`config.mk`:
```
export PLATFORM = sky130hd
export DESIGN_NAME = rps_match_ctrl
export DESIGN_NICKNAME = d
export VERILOG_FILES = /design/src/rtl/rps_pkg.sv /design/src/rtl/winnerA.sv /design/src/rtl/rps_match_ctrl.sv
export SDC_FILE = /design/constraint.sdc
export NUM_CORES = 1
export LEC_CHECK = 0
export ABC_AREA = 1
export CAP_MARGIN = 20
export CORE_ASPECT_RATIO = 0.7
export CORE_UTILIZATION = 38
export CTS_CLUSTER_DIAMETER = 40
export CTS_CLUSTER_SIZE = 28
export DETAILED_ROUTE_END_ITERATION = 10
export PLACE_DENSITY = 0.67
export SYNTH_ARGS = -nofsm -noshare
export SYNTH_HDL_FRONTEND = slang
export SYNTH_SLANG_ARGS = --single-unit
export TNS_END_PERCENT = 20
```
`constraint.sdc`:
```
create_clock -name clk -period 2.38 [get_ports clk]
set_input_delay 0.357 -clock clk [delete_from_list [all_inputs] [get_ports clk]]
set_output_delay 0.357 -clock clk [all_outputs]
set_load 0.01 [all_outputs]
```
`src/rtl/rps_pkg.sv`:
```
// Shared types for the rock-paper-scissors match controller: move/result
// encodings, FSM states and the legality helper used by the comparator.
package rps_pkg;

  localparam int unsigned MOVE_W   = 3;
  localparam int unsigned RESULT_W = 2;

  typedef enum logic [MOVE_W-1:0] {
    SCISSORS = 3'b001,
    ROCK     = 3'b010,
    PAPER    = 3'b100
  } move_e;

  typedef enum logic [RESULT_W-1:0] {
    RES_DRAW = 2'b00,
    RES_A    = 2'b01,
    RES_B    = 2'b10
  } result_e;

  typedef enum logic [2:0] {
    ST_IDLE    = 3'd0,
    ST_COLLECT = 3'd1,
    ST_JUDGE   = 3'd2,
    ST_REPORT  = 3'd3,
    ST_DONE    = 3'd4
  } state_e;

  // Exactly one bit set means a legal move.
  function automatic logic is_legal(input logic [MOVE_W-1:0] m);
    return $onehot(m);
  endfunction

endpackage

```
`src/rtl/winnerA.sv`:
```
// Round comparator: high when move a beats move b. An illegal move loses to
// any legal one; two illegal moves or two equal legal moves are no win.
module winnerA
  import rps_pkg::*;
(
  input  logic [MOVE_W-1:0] move_a_i,
  input  logic [MOVE_W-1:0] move_b_i,
  output logic              win_c
);

  logic a_ok;
  logic b_ok;
  logic beats;

  always_comb begin
    a_ok  = is_legal(move_a_i);
    b_ok  = is_legal(move_b_i);
    beats = ((move_a_i == ROCK)     && (move_b_i == SCISSORS)) ||
            ((move_a_i == SCISSORS) && (move_b_i == PAPER))    ||
            ((move_a_i == PAPER)    && (move_b_i == ROCK));
    win_c = a_ok && (!b_ok || beats);
  end

endmodule

```
`src/rtl/rps_match_ctrl.sv`:
```
// Two-player match sequencer: collects one move per player per round,
// judges it, keeps score and declares the match winner at WIN_TARGET wins.
module rps_match_ctrl
  import rps_pkg::*;
#(
  parameter int unsigned WIN_TARGET = 3,
  parameter int unsigned SCORE_W    = 4,
  parameter int unsigned ROUND_W    = 8
) (
  input  logic                clk,
  input  logic                rst,
  input  logic                start,
  input  logic [MOVE_W-1:0]   moveA,
  input  logic                validA,
  output logic                readyA,
  input  logic [MOVE_W-1:0]   moveB,
  input  logic                validB,
  output logic                readyB,
  output logic                busy,
  output logic                round_done,
  output logic [RESULT_W-1:0] round_result,
  output logic [SCORE_W-1:0]  scoreA,
  output logic [SCORE_W-1:0]  scoreB,
  output logic [ROUND_W-1:0]  round_num,
  output logic                match_done,
  output logic [RESULT_W-1:0] match_winner
);

  localparam logic [SCORE_W-1:0] TARGET = SCORE_W'(WIN_TARGET);

  state_e state_q, state_d;

  logic               lat_a_q, lat_a_d;
  logic               lat_b_q, lat_b_d;
  logic [MOVE_W-1:0]  mov_a_q, mov_a_d;
  logic [MOVE_W-1:0]  mov_b_q, mov_b_d;
  logic [SCORE_W-1:0] score_a_q, score_a_d;
  logic [SCORE_W-1:0] score_b_q, score_b_d;
  logic [ROUND_W-1:0] round_q, round_d;
  result_e            result_q, result_d;

  logic               ready_a_q, ready_a_d;
  logic               ready_b_q, ready_b_d;
  logic               busy_q, busy_d;
  logic               rdone_q, rdone_d;
  logic               mdone_q, mdone_d;
  result_e            winner_q, winner_d;

  logic win_a_c;
  logic win_b_c;
  logic acc_a;
  logic acc_b;

  winnerA u_win_a (
    .move_a_i (mov_a_q),
    .move_b_i (mov_b_q),
    .win_c    (win_a_c)
  );

  winnerA u_win_b (
    .move_a_i (mov_b_q),
    .move_b_i (mov_a_q),
    .win_c    (win_b_c)
  );

  // Next state, datapath next values and registered-output next values.
  always_comb begin
    state_d   = state_q;
    lat_a_d   = lat_a_q;
    lat_b_d   = lat_b_q;
    mov_a_d   = mov_a_q;
    mov_b_d   = mov_b_q;
    score_a_d = score_a_q;
    score_b_d = score_b_q;
    round_d   = round_q;
    result_d  = result_q;

    acc_a = (state_q == ST_COLLECT) && !lat_a_q && validA;
    acc_b = (state_q == ST_COLLECT) && !lat_b_q && validB;

    unique case (state_q)
      ST_IDLE, ST_DONE: begin
        if (start) begin
          state_d   = ST_COLLECT;
          lat_a_d   = 1'b0;
          lat_b_d   = 1'b0;
          score_a_d = '0;
          score_b_d = '0;
          round_d   = '0;
          result_d  = RES_DRAW;
        end
      end
      ST_COLLECT: begin
        if (acc_a) begin
          lat_a_d = 1'b1;
          mov_a_d = moveA;
        end
        if (acc_b) begin
          lat_b_d = 1'b1;
          mov_b_d = moveB;
        end
        if (lat_a_d && lat_b_d) state_d = ST_JUDGE;
      end
      ST_JUDGE: begin
        if (win_a_c) begin
          result_d  = RES_A;
          score_a_d = score_a_q + SCORE_W'(1);
        end else if (win_b_c) begin
          result_d  = RES_B;
          score_b_d = score_b_q + SCORE_W'(1);
        end else begin
          result_d  = RES_DRAW;
        end
        if (round_q != '1) round_d = round_q + ROUND_W'(1);
        lat_a_d = 1'b0;
        lat_b_d = 1'b0;
        state_d = ST_REPORT;
      end
      ST_REPORT: begin
        if ((score_a_q == TARGET) || (score_b_q == TARGET)) state_d = ST_DONE;
        else                                                state_d = ST_COLLECT;
      end
      default: state_d = ST_IDLE;
    endcase

    ready_a_d = (state_d == ST_COLLECT) && !lat_a_d;
    ready_b_d = (state_d == ST_COLLECT) && !lat_b_d;
    busy_d    = (state_d != ST_IDLE) && (state_d != ST_DONE);
    rdone_d   = (state_d == ST_REPORT);
    mdone_d   = (state_d == ST_DONE);
    winner_d  = RES_DRAW;
    if (state_d == ST_DONE) winner_d = (score_a_d == TARGET) ? RES_A : RES_B;
  end

  always_ff @(posedge clk or posedge rst) begin
    if (rst) state_q <= ST_IDLE;
    else     state_q <= state_d;
  end

  // Datapath and output registers; outputs are precomputed from next state.
  always_ff @(posedge clk or posedge rst) begin
    if (rst) begin
      lat_a_q   <= 1'b0;
      lat_b_q   <= 1'b0;
      mov_a_q   <= '0;
      mov_b_q   <= '0;
      score_a_q <= '0;
      score_b_q <= '0;
      round_q   <= '0;
      result_q  <= RES_DRAW;
      ready_a_q <= 1'b0;
      ready_b_q <= 1'b0;
      busy_q    <= 1'b0;
      rdone_q   <= 1'b0;
      mdone_q   <= 1'b0;
      winner_q  <= RES_DRAW;
    end else begin
      lat_a_q   <= lat_a_d;
      lat_b_q   <= lat_b_d;
      mov_a_q   <= mov_a_d;
      mov_b_q   <= mov_b_d;
      score_a_q <= score_a_d;
      score_b_q <= score_b_d;
      round_q   <= round_d;
      result_q  <= result_d;
      ready_a_q <= ready_a_d;
      ready_b_q <= ready_b_d;
      busy_q    <= busy_d;
      rdone_q   <= rdone_d;
      mdone_q   <= mdone_d;
      winner_q  <= winner_d;
    end
  end

  assign readyA       = ready_a_q;
  assign readyB       = ready_b_q;
  assign busy         = busy_q;
  assign round_done   = rdone_q;
  assign round_result = result_q;
  assign scoreA       = score_a_q;
  assign scoreB       = score_b_q;
  assign round_num    = round_q;
  assign match_done   = mdone_q;
  assign match_winner = winner_q;

endmodule
```
Word level (Yosys, flattened, before mapping) --
Index checks and enable logic that the tools add are counted.
Word-level totals: bits in registers 36, latch bits 0, bits in writable memories 0, ROM bits 0, input bits 11, output and inout port bits 25, logic and storage cells 112, memories kept 0
Operators by class: $add $sub $neg 7, multipliers 0, divide/modulo/power cells 0, $lt $le $gt $ge 0, eq/ne operators 24, shifts and indexed selects 0, multiplexer cells 28, bitwise operators 0, reduce and logical (&&, ||, !) cells 38
Operator list (number):
- two-way mux 4 bit | 5
- logical AND 1 bit | 16
- two-way mux 8 bit | 2
- case mux 4 bit (2 select lines) | 2
- case mux 8 bit (2 select lines) | 1
- equality test 3 x 2 -> 1 bit, second input constant | 5
- equality test 3 x 1 -> 1 bit, second input constant | 4
- equality test 3 bit, second input constant | 4
- equality test 4 x 2 -> 1 bit, second input constant | 3
- case mux 3 bit (4 select lines) | 1
- two-way mux 2 bit | 5
- two-way mux 3 bit | 3
- adder 4 x 1 -> 4 bit, second input constant | 2
- adder 8 x 1 -> 8 bit, second input constant | 1
- != test 8 bit, second input constant | 1
- logical OR 1 bit | 7
- zero test 1 bit | 6
- two-way mux 1 bit | 6
- != test 2 bit, second input constant | 3
- case mux 1 bit (3 select lines) | 2
- AND reduction 2 bit | 3
- adder 1 x 1 -> 2 bit | 2
- adder 2 x 1 -> 2 bit | 2
- equality test 2 x 1 -> 1 bit, second input constant | 2
- other kinds (9) | 9

Longest topological paths before layout --
depth in word-level cells 11, gate-level depth with buffers 13

Hierarchy --
A second synthesis with hierarchy kept.
Unflattened totals: cells, all modules 270, area, all modules 2006.9 µm²
Modules (own cells, without submodules):
- rps_match_ctrl | times used 1, cells an instance 228, area each 1781.7 µm²
- winnerA | times used 2, cells an instance 21, area each 112.6 µm²

Worst setup path after synthesis --
OpenSTA, ideal clock, no wires.
path type register to register, start register mov_b_q[0], end register winner_q[1] (netlist: match_winner[1]), setup time 0.134 ns, data arrival time 1.862 ns, slack 0.383 ns, cell stages (with the launch flop) 14, buffers on the path 0, period minus slack after synthesis 1.997 ns, cells stage by stage dfrtp_1 fa_1 inv_1 or2_1 nor2_1 nand2_1 nand2_1 nand2_1 nand2_1 nand2_1 nand2_1 nand2_1 nor2_1 nor2_1
On the way: word-level cells in the longest chain between the ends 11
RTL lines:
- start: declaration | RTL line rps_match_ctrl.sv:36 | logic [MOVE_W-1:0] mov_b_q, mov_b_d;
- start signal: assignment | RTL line rps_match_ctrl.sv:161 | mov_b_q <= mov_b_d;
- adder 1 x 1 -> 2 bit (implied by the code), or another cell as far along | RTL line rps_pkg.sv:30 | return $onehot(m);
- adder 2 x 1 -> 2 bit (implied by the code), or another cell as far along | RTL line rps_pkg.sv:30
- equality test 2 x 1 -> 1 bit or logical OR 1 bit (tied branches) | RTL line rps_pkg.sv:30, winnerA.sv:18
- zero test 1 bit or logical OR 1 bit (tied branches) | RTL line winnerA.sv:21, winnerA.sv:19
- logical OR 1 bit (*) | RTL line winnerA.sv:21 | win_c = a_ok && (!b_ok || beats);
- logical AND 1 bit (*) | RTL line winnerA.sv:21
- two-way mux 4 bit (*) | RTL line rps_match_ctrl.sv:105 | if (win_a_c) begin
- case mux 4 bit (2 select lines) (*) | RTL line rps_match_ctrl.sv:81 | unique case (state_q)
- net score_a_d[1] | RTL line rps_match_ctrl.sv:37 | logic [SCORE_W-1:0] score_a_q, score_a_d;
- equality test 4 x 2 -> 1 bit (*) | RTL line rps_match_ctrl.sv:132 | if (state_d == ST_DONE) winner_d = (score_a_d == TARGET) ? RES_A : RES_B;
- two-way mux 2 bit (*) (2 in a row) | RTL line rps_match_ctrl.sv:132
- net winner_d[1] | RTL line rps_match_ctrl.sv:47 | result_e winner_q, winner_d;
- end signal: assignment | RTL line rps_match_ctrl.sv:171 | winner_q <= winner_d;
- end: declaration | RTL line rps_match_ctrl.sv:47
The timed path passes the listed nets; every way through them passes the cells marked *. A chain may end at the register's enable or synchronous reset.

Final worst setup path --
Ends and elaborated chain as after synthesis.

==> metrics.cfg <==
[logic_synthesis]
yosys_most_used_dff=dfrtp_1
synth_async_sr_flop_share=1.00
syn_nets=231
synth_edf_count=0
synth_area_um2=1860
ys_ff_latch=36
yosysSeqAreaShare=0.485
yosys_warnings=0
avgSynthCellArea_um2=8.64
synth_cell_types=29
synthCells=215

[floorplan]
start_util=0.413
placementRows=20
dieHeight_um=60.5
die_area_um2=5180
die_w_um=85.6
pin_count=36
core_area_um2=4500

[place]
pre_cts_ws_ns=0.192
dpl-instance-area_um2=2290
routabilityCongestion=0.751
dp_hpwl_um=2920
io_buffers=35
dp.cells=307

[finish]
fin_nets=275
seq_area_um2=901
layout_common_cells=inv_1 (37), dfrtp_1 (36), clkdlybuf4s50_1 (35)
multiInputGateArea_um2=807
nFillCells=422
diodes=0
drive_above_1_share=0.100
area_growth_pct=28.5
layout.cells.non_filler=315
design_area_um2=2390
fin_util=0.530
final_common_cell=inv_1

[sta]
maxSlewViolCount=0
period_share=0.903
setup_viol=0
worstMarginPinSlew_ns=0.648
max_freq_ghz=0.465
max_slew_margin=0.564
fin_crit_ns=2.15
hold_violations=0
finalClockSkew_ns=0.00616
setup_ws_ns=0.232
rsz0062_at_grt=false
fin_setup_tns_ns=0

[clock_network]
postCtsHoldBufs=0
h-tree-depth=2
cts_tree=built
cts_root_buffer=clkbuf_8
path_clk_slew_ns=0.07
cts.sinks=36
clk_latency_ns=0.29
ctsLongestPathBuffers=2
cts_made_buffers=5

[power]
share_seq_of_total_power=0.384
power_density_nw_per_um2=986
clkPwrFrac=0.192
p_comb_frac=0.424
power_leakage_nw=1.15
irDropWorstVdd_mv=0.468
swShare=0.392
p_int_mw=1.43
p_switching_mw=0.922

[global_routing]
grt_usage=0.170
grt-ovfl-total=0
grt_pass1_vias=1346
grt_pass1_wl_um=6470
grt_max_degree=37
grt_antenna_before_repair=0

[outcome]
status=complete, no violations

[detailed_routing]
drt_wl_total_um=3940
remaining_drc_errors=0
drt_iter0_markers=73
drtPass1Iterations=4
antenna_left=0
vias=1522
post_drt_wl_per_cell_um=12.5
drt-vias-per-instance=4.83

[worst_setup_path]
crit_required_ns=2.53
setup.worst_path.class=flip-flop to flip-flop
worst_setup_path_start_kind=flip-flop
endpoint_kind=flip-flop
critPathArrivalTime_ns=2.30
path_max_fanout=5

[job]
maxCapViolCount=0

[hold_path]
hp-class=input port to async pin

[synthesized netlist by cell type (3+ instances only)]
cell type  number  area [µm²]
a21oi_1        14        70.1
dfrtp_1        36         901
ha_1            3        37.5
inv_1          37         139
nand2_1        33         124
nand3_1        20         100
nand3_2         3        30.0
nand4_1         5        31.3
nor2_1         26        97.6
nor2_4          3        33.8
nor3_1          3        15.0
o21a_1          3        22.5
o21ai_0         6        30.0
[path summary, 6_finish.rpt]
path	startpoint	endpoint	slack, ns	depth (start not counted)
min	rst	scoreB[0]	0.48	3
max	mov_b_q[0]	match_winner[1]	0.23	13
max in group asynchronous	rst	round_num[0]	1.57	3
min in group clk	round_result[0]	round_result[0]	0.49	2
max reg2reg	mov_b_q[0]	match_winner[1]	0.23	13
min reg2reg	round_result[0]	round_result[0]	0.49	2
[cell families (layout without fill, tap and decap cells)]
group | after synthesis | after routing | share of synthesized area
AND/OR/NAND/NOR | 101 | 101 | 0.276
buffers and inverters | 40 | 85 | 0.0835
flip-flops | 36 | 36 | 0.485
AO/OA/AOI/OAI | 31 | 31 | 0.104
adder cells (fa/ha/maj) | 5 | 5 | 0.0418
XOR/XNOR | 2 | 2 | 0.00943
[metrics by stage]
step | hold WS [ns] | power, mW
finish | 0.483 | 2.35
global route | 0.526 | 2.55
CTS | 0.496 | 2.35
detailed placement | 0.479 | 1.90
global placement | 0.471 | 1.88
floorplan | 0.516 | 1.55
[layout make-up]
cell class | count | share of cell area
multi-input cells | 139 | 0.338
repair buffers | 37 | 0.153
clock buffers | 8 | 0.0377
flip-flops and latches | 36 | 0.377
well taps | 55 | 0.0288
inverters | 40 | 0.0650
[metal layers]
metal | global-route usage | part of all wire | routed length, µm | vias up
met1 | 0.252 | 0.53 | 2100 | 687
met4 | 0.0857 | 0.014 | 57 | 0
met3 | 0.0449 | 0.066 | 258 | 4
met5 | 0 | 0 | 0 | -
li1 | - | - | - | 782
met2 | 0.229 | 0.39 | 1520 | 49
[power groups by stage]
stage                     Clock, mW  Combinational, mW  Sequential, mW
after floorplan                   0              0.610           0.936
after global placement            0              0.972           0.911
after detailed placement          0              0.984           0.917
after CTS                     0.456              0.993           0.906
after global routing          0.495               1.12           0.932
final                         0.451              0.998           0.905
[critical path: stages (launching register included)]
cell	delay, ns
dfrtp_1	0.42
fa_1	0.55
inv_1	0.04
or2_1	0.22
nor2_1	0.13
nand2_2	0.10
nand2_2	0.09
nand2_1	0.08
nand2_1	0.07
nand2_1	0.04
nand2_1	0.08
nand2_1	0.07
nor2_1	0.09
nor2_1	0.04
[registers in the layout, summed over array words and instances (netlist names), 2 cells and up]
name	flops
scoreB	4
state_q	3
round_num	8
scoreA	4
mov_b_q	3
round_result	2
match_winner	2
mov_a_q	3
[timing repair]
| action | 4_1_cts | 5_1_grt |
|---|---|---|
| setup buffers | 0 | 0 |
| endpoints found under the setup margin | 0 | 1 |
| gates resized for setup | 0 | 2 |
Power figures use the tool's default switching activity.
